==> config.mk <==
export PLATFORM = sky130hd
export DESIGN_NAME = sonar_ranger
export DESIGN_NICKNAME = d
export VERILOG_FILES = /design/src/rtl/sonar_ranger.sv
export SDC_FILE = /design/constraint.sdc
export NUM_CORES = 1
export LEC_CHECK = 0
export ABC_AREA = 1
export BUFFER_PORTS_ARGS = -buffer_cell sky130_fd_sc_hd__clkbuf_2
export CORE_MARGIN = 2
export CORE_UTILIZATION = 57
export DETAILED_ROUTE_END_ITERATION = 8
export PLACE_DENSITY_LB_ADDON = 0.05
export SYNTH_ARGS = -nofsm -noshare
export SYNTH_HDL_FRONTEND = slang
export SYNTH_SLANG_ARGS = --single-unit
==> constraint.sdc <==
create_clock -name clk -period 1.76 [get_ports clk]
set_clock_uncertainty 0.05 [all_clocks]
set_input_delay 0.352 -clock clk [delete_from_list [all_inputs] [get_ports clk]]
set_output_delay 0.352 -clock clk [all_outputs]
set_load 0.02 [all_outputs]
==> src/rtl/sonar_ranger.sv <==
// -----------------------------------------------------------------------------
// sonar_ranger
// Drives an ultrasonic ranging module. It fires a trigger pulse at a fixed
// repetition period and times the returned echo pulse. The echo-high time is
// converted to whole centimetres.
//
// Ports:
//   clk        in   single clock; all logic runs on the rising edge
//   rst_n      in   synchronous, active-low reset
//   echo       in   asynchronous echo input from the ultrasonic module
//   trig       out  trigger pulse to the ultrasonic module
//   disten     out  last range in cm (20'hFFFFF = no echo / out of range)
//   dist_valid out  one-cycle pulse when disten updates
//   timeout    out  one-cycle pulse, coincident with dist_valid, on timeout
//
// Optional feature macro: SONAR_MEDIAN_EN
//   When this macro is defined, every raw result enters a 3-entry history.
//   disten then shows the median of that history, and dist_valid/timeout
//   arrive one cycle later than they do in the default build.
//
// Parameter legality is the integrator's responsibility:
//   TRIG_CYCLES + 2*TIMEOUT_CYCLES + 4 < PERIOD_CYCLES, CYC_PER_CM >= 1,
//   TIMEOUT_CYCLES >= 2.
// -----------------------------------------------------------------------------
module sonar_ranger #(
    parameter int TRIG_CYCLES    = 500,
    parameter int PERIOD_CYCLES  = 3_000_000,
    parameter int TIMEOUT_CYCLES = 1_250_000,
    parameter int CYC_PER_CM     = 2900
) (
    input  logic        clk,
    input  logic        rst_n,
    input  logic        echo,
    output logic        trig,
    output logic [19:0] disten,
    output logic        dist_valid,
    output logic        timeout
);

    localparam logic [31:0] TRIG_LAST    = 32'(TRIG_CYCLES - 1);
    localparam logic [31:0] PERIOD_LAST  = 32'(PERIOD_CYCLES - 1);
    localparam logic [31:0] TIMEOUT_LAST = 32'(TIMEOUT_CYCLES - 1);
    localparam logic [31:0] CM_LAST      = 32'(CYC_PER_CM - 1);
    localparam logic [19:0] DIST_MAX     = 20'hFFFFF;

    typedef enum logic [2:0] {
        IDLE    = 3'd0,
        TRIG    = 3'd1,
        WAIT_HI = 3'd2,
        MEASURE = 3'd3,
        GAP     = 3'd4
    } state_t;

    state_t      state_r;
    logic        echo_meta_r;
    logic        echo_s;
    logic        echo_prev_r;
    logic [31:0] trig_cnt_r;
    logic [31:0] period_cnt_r;
    logic [31:0] tmo_cnt_r;     // cycles waited in WAIT_HI / echo-high cycles in MEASURE
    logic [31:0] sub_cnt_r;
    logic [19:0] cm_cnt_r;

    logic        echo_rise_s;
    logic [31:0] sub_step_s;
    logic [19:0] cm_step_s;
    logic        upd_s;
    logic        upd_to_s;
    logic [19:0] upd_dist_s;

`ifdef SONAR_MEDIAN_EN
    logic [19:0] hist0_r;
    logic [19:0] hist1_r;
    logic [19:0] hist2_r;
    logic        med_pend_r;
    logic        med_to_r;

    // Returns the middle value of three unsigned distances.
    function automatic logic [19:0] median3(input logic [19:0] a,
                                            input logic [19:0] b,
                                            input logic [19:0] c);
        logic [19:0] m;
        if (((a >= b) && (a <= c)) || ((a <= b) && (a >= c))) begin
            m = a;
        end else if (((b >= a) && (b <= c)) || ((b <= a) && (b >= c))) begin
            m = b;
        end else begin
            m = c;
        end
        return m;
    endfunction
`endif

    assign echo_rise_s = echo_s & ~echo_prev_r;

    // Counter values after one more echo-high cycle (the cm count saturates).
    always_comb begin
        sub_step_s = sub_cnt_r;
        cm_step_s  = cm_cnt_r;
        if (sub_cnt_r == CM_LAST) begin
            sub_step_s = 32'd0;
            if (cm_cnt_r == DIST_MAX) begin
                cm_step_s = cm_cnt_r;
            end else begin
                cm_step_s = cm_cnt_r + 20'd1;
            end
        end else begin
            sub_step_s = sub_cnt_r + 32'd1;
            cm_step_s  = cm_cnt_r;
        end
    end

    // Decide whether this cycle ends the measurement with a new result.
    always_comb begin
        upd_s      = 1'b0;
        upd_to_s   = 1'b0;
        upd_dist_s = cm_cnt_r;
        case (state_r)
            WAIT_HI: begin
                if (!echo_rise_s && (tmo_cnt_r == TIMEOUT_LAST)) begin
                    upd_s      = 1'b1;
                    upd_to_s   = 1'b1;
                    upd_dist_s = DIST_MAX;
                end else begin
                    upd_s = 1'b0;
                end
            end
            MEASURE: begin
                if (echo_s) begin
                    // This cycle would be echo-high cycle number TIMEOUT_CYCLES.
                    if (tmo_cnt_r == TIMEOUT_LAST) begin
                        upd_s      = 1'b1;
                        upd_to_s   = 1'b1;
                        upd_dist_s = DIST_MAX;
                    end else begin
                        upd_s = 1'b0;
                    end
                end else begin
                    // MEASURE is only entered with echo_s high, so low here is the falling edge.
                    upd_s      = 1'b1;
                    upd_dist_s = cm_cnt_r;
                end
            end
            default: begin
                upd_s = 1'b0;
            end
        endcase
    end

    // Echo synchronizer, ranging FSM, counters and registered outputs.
    always_ff @(posedge clk) begin
        if (!rst_n) begin
            state_r      <= IDLE;
            echo_meta_r  <= 1'b0;
            echo_s       <= 1'b0;
            echo_prev_r  <= 1'b0;
            trig_cnt_r   <= 32'd0;
            period_cnt_r <= 32'd0;
            tmo_cnt_r    <= 32'd0;
            sub_cnt_r    <= 32'd0;
            cm_cnt_r     <= 20'd0;
            trig         <= 1'b0;
            disten       <= 20'd0;
            dist_valid   <= 1'b0;
            timeout      <= 1'b0;
`ifdef SONAR_MEDIAN_EN
            hist0_r      <= 20'd0;
            hist1_r      <= 20'd0;
            hist2_r      <= 20'd0;
            med_pend_r   <= 1'b0;
            med_to_r     <= 1'b0;
`endif
        end else begin
            echo_meta_r <= echo;
            echo_s      <= echo_meta_r;
            echo_prev_r <= echo_s;

            case (state_r)
                IDLE: begin
                    state_r      <= TRIG;
                    trig         <= 1'b1;
                    trig_cnt_r   <= 32'd0;
                    period_cnt_r <= 32'd0;
                end
                TRIG: begin
                    period_cnt_r <= period_cnt_r + 32'd1;
                    if (trig_cnt_r == TRIG_LAST) begin
                        state_r   <= WAIT_HI;
                        trig      <= 1'b0;
                        tmo_cnt_r <= 32'd0;
                        sub_cnt_r <= 32'd0;
                        cm_cnt_r  <= 20'd0;
                    end else begin
                        trig_cnt_r <= trig_cnt_r + 32'd1;
                    end
                end
                WAIT_HI: begin
                    period_cnt_r <= period_cnt_r + 32'd1;
                    if (echo_rise_s) begin
                        // The rising cycle is itself the first echo-high cycle.
                        state_r   <= MEASURE;
                        tmo_cnt_r <= 32'd1;
                        sub_cnt_r <= sub_step_s;
                        cm_cnt_r  <= cm_step_s;
                    end else if (upd_s) begin
                        state_r <= GAP;
                    end else begin
                        tmo_cnt_r <= tmo_cnt_r + 32'd1;
                    end
                end
                MEASURE: begin
                    period_cnt_r <= period_cnt_r + 32'd1;
                    if (upd_s) begin
                        state_r <= GAP;
                    end else begin
                        tmo_cnt_r <= tmo_cnt_r + 32'd1;
                        sub_cnt_r <= sub_step_s;
                        cm_cnt_r  <= cm_step_s;
                    end
                end
                GAP: begin
                    if (period_cnt_r == PERIOD_LAST) begin
                        state_r      <= TRIG;
                        trig         <= 1'b1;
                        trig_cnt_r   <= 32'd0;
                        period_cnt_r <= 32'd0;
                    end else begin
                        period_cnt_r <= period_cnt_r + 32'd1;
                    end
                end
                default: begin
                    state_r <= IDLE;
                    trig    <= 1'b0;
                end
            endcase

`ifdef SONAR_MEDIAN_EN
            med_pend_r <= upd_s;
            med_to_r   <= upd_to_s;
            if (upd_s) begin
                hist2_r <= hist1_r;
                hist1_r <= hist0_r;
                hist0_r <= upd_dist_s;
            end else begin
                hist0_r <= hist0_r;
            end
            dist_valid <= med_pend_r;
            timeout    <= med_to_r;
            if (med_pend_r) begin
                disten <= median3(hist0_r, hist1_r, hist2_r);
            end else begin
                disten <= disten;
            end
`else
            dist_valid <= upd_s;
            timeout    <= upd_to_s;
            if (upd_s) begin
                disten <= upd_dist_s;
            end else begin
                disten <= disten;
            end
`endif
        end
    end

endmodule

# Yosys cells after proc, flatten, opt, wreduce, memory -nomap -nowiden

Index checks and enable logic that the tools add are counted.
Widths: inputs -> output; s select.

Memories: 0
Bits in read-only memories: 0
Bits in registers: 177
Output and inout bits: 23
Bits of input ports: 3
Memory bits (writable): 0
Word-level logic and storage cells: 85
Bits in latches: 0

$add $sub $neg: 5
Divide/modulo/power cells: 0
Bitwise operators: 3
$lt $le $gt $ge: 0
Shift operators: 0
Mux-type cells: 37
Multipliers: 0
Equal/unequal tests: 14
Reduce and logical (&&, ||, !) cells: 13

Operator list:

| cell                  | number |
|---|---|
| $pmux 32 s3           | 4 |
| $mux 32               | 9 |
| $mux 20               | 8 |
| $add 32x1->32 const B | 4 |
| $pmux 20 s3           | 1 |
| $pmux 20 s2           | 1 |
| $eq 32x12->1 const B  | 1 |
| $eq 32x21->1 const B  | 1 |
| $eq 32x22->1 const B  | 1 |
| $eq 32x9->1 const B   | 1 |
| $add 20x1->20 const B | 1 |
| $eq 20x20->1 const B  | 1 |
| $pmux 3 s5            | 1 |
| $mux 3                | 4 |
| $ne 2x2->1 const B    | 5 |
| $reduce_bool 3->1     | 3 |
| $eq 3x2->1 const B    | 2 |
| $mux 1                | 6 |
| $reduce_and 3->1      | 2 |
| $pmux 1 s2            | 2 |
| $pmux 1 s4            | 1 |
| $reduce_and 2->1      | 2 |
| $reduce_and 4->1      | 1 |
| $eq 3x1->1 const B    | 1 |
| 8 further kinds       | 9 |

# Longest topological paths before layout

Word-level depth: 9
Gate-level depth with buffers: 14

# Worst setup path before layout

OpenSTA, ideal clock, no wires.

Path kind: reg2reg
Start: register period_cnt_r[0]
End: register period_cnt_r[28]
Clock period less this slack: 1.881 ns
Path buffers: 0
Path slack: -0.121 ns
Arrival time: 1.721 ns
Setup time: 0.110 ns
Stages on the path, launching flop included: 15
Cells stage by stage: dfxtp_1 -> ha_1 -> nand2_1 -> inv_1 -> nand2_1 -> nor2_1 -> nand2_1 -> nor3_4 -> nand2_2 -> nor2_2 -> nand2_1 -> nor2_1 -> nand2_1 -> nand2_1 -> nor2_1

Cells in the longest elaborated chain, start to end: 3
Elaborated cells on any way between the ends: 4
Those cells by class: add/sub: 1; eq/ne: 1; mux: 2

RTL lines:

| element                                              | RTL line | text |
|---|---|---|
| from (decl)                                          | 59       | `logic [31:0] period_cnt_r;` |
| from (signal assigned)                               | 186      | `period_cnt_r <= period_cnt_r + 32'd1;` |
| from (signal assigned)                               | 198      | `period_cnt_r <= period_cnt_r + 32'd1;` |
| from (signal assigned)                               | 212      | `period_cnt_r <= period_cnt_r + 32'd1;` |
| $add 32x1->32 / $eq 32x22->1 (equally long branches) | n/a      |  |
| $mux 32                                              | 222      | `if (period_cnt_r == PERIOD_LAST) begin` |
| $pmux 32 s3 (*)                                      | 178      | `case (state_r)` |

Mark *: on every way between the ends. The rest lies on a longest branch, timed or not.
A chain may end at the register's enable or synchronous reset.

# Worst setup path in the final report

Start: register tmo_cnt_r[18]
End: register tmo_cnt_r[29]

Cells in the longest elaborated chain, start to end: 7
Elaborated cells on any way between the ends: 10
Those cells by class: add/sub: 1; eq/ne: 1; mux: 7; reduce/logical: 1

RTL lines:

| element                                                               | RTL line | text |
|---|---|---|
| from (decl)                                                           | 60       | `logic [31:0] tmo_cnt_r;` |
| from (signal assigned)                                                | 208      | `tmo_cnt_r <= tmo_cnt_r + 32'd1;` |
| from (signal assigned)                                                | 216      | `tmo_cnt_r <= tmo_cnt_r + 32'd1;` |
| parallel branches: the longest is 4 deep, another holds $add 32x1->32 | n/a      |  |
| $mux 32 (*)                                                           | 205, 213 |  |
| $mux 32                                                               | 199      | `if (echo_rise_s) begin` |
| $pmux 32 s3 (*)                                                       | 178      |  |

Mark *: on every way between the ends.

==> impl_metrics.toml <==
[clock_network]
cts.root.buffer_cell = "sky130_fd_sc_hd__clkbuf_16"
cts_tree = "built"
worst_setup_hold_path_clk_slew_ns = 0.07
ctsLongestPathBuffers = 2
total_clock_buffers_created_by_cts = 17
clock_insertion_delay_worst_skew_ns = 0.45
cts.sink_count = 177
cts.htree.levels = 4

[power_and_ir_drop]
combinationalPowerShare_pct = 27.9
cellInternalPower_w = 0.00745
seq_power_share_pct = 37.1
ir_worst_vdd_v = 0.000865
power.share.switching_pct = 34.1
p_per_area_nw_per_um2 = 745
switch_pwr_w = 0.00386
p_leak_nw = 6.32
share_of_total_power_in_the_clock_network_pct = 35.0

[global_route]
antenna_found_initial = 0
grt_pass1_vias = 11500
global_route_wire_length_before_repair_um = 53100
grt_overflow = 0
grt.total_usage_pct = 32.7
grt_max_degree = 50

[placement]
dp_cells = 2179
routabilityCongestion = 0.964
portBuffers = 25
placed_area_um2 = 13100
place.detailed.hpwl_um = 23300

[synth]
synth.cell_area_um2 = 10500
yosys.cell_types.count = 44
postSynthCellCount = 1676
synthesis.area_per_instance_um2 = 6.26
net_count_of_the_mapped_netlist = 1684
number_of_register_bits_inferred_by_synthesis = 177
synth-seq-area-share_pct = 33.8
synthesis.yosys.warnings = 0

[layout]
final_cell_count_no_fill = 2248
diodes = 0
area_delta_synth_final_pct = 44.7
count_of_nets_after_finishing = 2014
num-fill-cells = 1135
drive_gt1_share_pct = 32.0
fin_area_um2 = 15200
final_core_util_pct = 84.2

[worst_hold_path]
whs_endpoint = "echo_meta_r"
hold_class = "in2reg"
hold_path_depth = 3
timing.hold.worst.start = "echo"

[timing]
max_clock_freq_mhz = 488
unrepaired_setup_endpoints_after_global_routing = "true"
final_critical_path_setup_slack_ns = -0.289
number_of_failing_hold_endpoints_at_the_final_stage = 0
final.period_utilization_pct = 116
timing.slew.headroom_pct = 74.4
timing.final.max_slew_violations = 0
min_period_ns = 2.05
timing.final.setup_violations = 166
worst_pin_slew_ns = 0.380

[critical_path]
crit-reg2reg-launch = "tmo_cnt_r[18]"
cp-start-kind = "flop"
crit_type = "reg2reg"
rrSetupSlack_ns = -0.29
required_ns = 2.06
reg2reg_depth = 15
setup.worst_path.end_class = "flop"
worst_ep_arrival_ns = 2.35
worst_r2r_endpoint = "tmo_cnt_r[29]"
worst_setup_path_startpoint = "tmo_cnt_r[18]"
path_max_fanout = 4

[floorplan]
die_area_um2 = 19500
io_pins = 26
floorplan.rows = 49
initial_utilization_pct = 58.2
dieHeight_um = 140
die_width_um = 140
floorplan.core_area_um2 = 18000

[drt]
drc = 0
detailed_routing_iterations_pass_1 = 5
postRouteWirelength_um = 37100
drt-initial-drc-count = 1096
drt-vias-per-instance = 5.72
antenna_left = 0
post_drt_wl_per_cell_um = 16.5
routed_via_count = 12900

[run]
max-cap-violations = 0

[outcome]
failed_checks = "negative setup slack"
outcome = "finished with violations"
==> critical path, stage by stage (launching register included) <==
cell and delay (ns):
sky130_fd_sc_hd__dfxtp_1 0.32, sky130_fd_sc_hd__inv_1 0.09, sky130_fd_sc_hd__nand2_1 0.08, sky130_fd_sc_hd__nor2_1 0.13
sky130_fd_sc_hd__nand2_1 0.10, sky130_fd_sc_hd__nor2_4 0.15, sky130_fd_sc_hd__buf_4 0.15, sky130_fd_sc_hd__nand3_4 0.09
sky130_fd_sc_hd__nand2_4 0.11, sky130_fd_sc_hd__buf_12 0.12, sky130_fd_sc_hd__buf_4 0.15, sky130_fd_sc_hd__nand2_1 0.08
sky130_fd_sc_hd__nand4_1 0.11, sky130_fd_sc_hd__nand3_1 0.10, sky130_fd_sc_hd__nand2_1 0.08, sky130_fd_sc_hd__inv_1 0.03
==> sequential cells by signal, summed over array words and instances (netlist names), 3 cells and up <==
register	flops
disten	20
period_cnt_r	32
trig_cnt_r	32
state_r	3
cm_cnt_r	20
tmo_cnt_r	32
sub_cnt_r	32
==> cell usage in the layout, fill, tap and decap left out, drive strengths merged <==
cell type / Yosys / layout
a211oi: 1 / 1
a21boi: 1 / 1
a21o: 6 / 6
a21oi: 106 / 106
a31oi: 3 / 3
and2: 1 / 1
and3: 1 / 1
buf: 24 / 332
bufinv: 0 / 1
clkbuf: 30 / 48
clkinv: 0 / 7
clkinvlp: 0 / 1
dfxtp: 177 / 177
ha: 5 / 5
inv: 185 / 193
nand2: 443 / 443
nand2b: 1 / 1
nand3: 141 / 141
nand3b: 10 / 10
nand4: 59 / 59
nor2: 286 / 286
nor3: 64 / 64
nor3b: 7 / 7
nor4: 7 / 7
o211ai: 3 / 3
o21a: 3 / 3
o21ai: 28 / 28
o21bai: 6 / 6
o221a: 1 / 1
o221ai: 18 / 18
or2: 7 / 7
xnor2: 14 / 14
xor2: 38 / 38
==> area by class of cell <==
type / count / area [µm²] / area share (%)
multi-input combinational: 1260 / 6940 / 45.7
sequential: 177 / 3570 / 23.5
timing repair buffer: 362 / 3020 / 19.9
inverter: 185 / 729 / 4.80
clock buffer: 18 / 439 / 2.89
tap: 229 / 287 / 1.89
clock inverter: 14 / 163 / 1.07
timing repair inverter: 3 / 28.8 / 0.190
==> worst max path at each step <==
stage,end,slack (ns),depth (start not counted)
2_1_floorplan,period_cnt_r[28],-0.06,14
5_1_grt,tmo_cnt_r[20],-0.38,13
6_report,tmo_cnt_r[29],-0.29,15
3_3_place_gp,tmo_cnt_r[2],-0.14,13
3_5_place_dp,period_cnt_r[18],-0.18,11
4_1_cts,tmo_cnt_r[19],-0.1,13
==> cells by family (layout without fill, tap and decap cells) <==
kind of cell,count (synthesis),after routing,synth area share [%]
AO/OA/AOI/OAI,176,176,9.64
XOR/XNOR,52,52,4.34
adder cells (fa/ha/maj),5,5,0.596
buffers and inverters,239,582,8.94
flip-flops,177,177,33.8
AND/OR/NAND/NOR,1027,1027,42.7
==> metrics by stage <==
stage	hold WS (ns)	setup TNS [ns]	setup WS [ns]	power (W)
finish	0.0785	-24.83	-0.289	0.0113
global route	0.0996	-39.11	-0.379	0.0116
CTS	0.0778	-3.80	-0.0995	0.0105
detailed placement	0.361	-14.18	-0.185	0.00638
global placement	0.344	-9.15	-0.143	0.00634
floorplan	0.340	-0.0562	-0.0554	0.00546
==> cell usage after synthesis (all sizes together) <==
| cell type | count | area, µm² |
|---|---|---|
| xnor2 | 14 | 123 |
| nand2 | 443 | 1700 |
| a21o | 6 | 45.0 |
| a31oi | 3 | 18.8 |
| a21boi | 1 | 7.51 |
| o21bai | 6 | 45.0 |
| dfxtp | 177 | 3540 |
| o221a | 1 | 11.3 |
| nand2b | 1 | 6.26 |
| nor3 | 64 | 337 |
| buf | 24 | 131 |
| or2 | 7 | 43.8 |
| o21ai | 28 | 144 |
| ha | 5 | 62.6 |
| and3 | 1 | 6.26 |
| nand4 | 59 | 369 |
| and2 | 1 | 6.26 |
| clkbuf | 30 | 113 |
| o221ai | 18 | 158 |
| nor4 | 7 | 43.8 |
| o211ai | 3 | 22.5 |
| nor2 | 286 | 1120 |
| nor3b | 7 | 57.6 |
| nand3b | 10 | 75.1 |
| nand3 | 141 | 718 |
| xor2 | 38 | 333 |
| o21a | 3 | 22.5 |
| a211oi | 1 | 7.51 |
| inv | 185 | 694 |
| a21oi | 106 | 531 |
==> timing repair <==
item / in CTS / in global routing
hold buffers: 0 / 0
setup endpoints to repair: 141 / 168
buffers inserted: 7 / 20
gates resized for setup: 62 / 249
pin swaps: 16 / 57
gates cloned: 3 / 10
==> routing by layer <==
metal,vias up,GRT usage (%),share of wire [%]
li1,6101,-,-
met2,615,57.3,49
met4,0,14.4,5.1
met3,179,4.89,6.5
met5,-,0,0
met1,5964,39.7,39
==> power by group through the flow <==
stage                     Combinational (W)  Clock [W]  Sequential [W]
after floorplan                     0.00112          0         0.00433
after global placement              0.00208          0         0.00427
after detailed placement            0.00211          0         0.00427
after CTS                           0.00237    0.00398         0.00418
after global routing                0.00329    0.00412         0.00420
final                               0.00316    0.00396         0.00419
No activity file was read; power rests on OpenSTA's default activity.
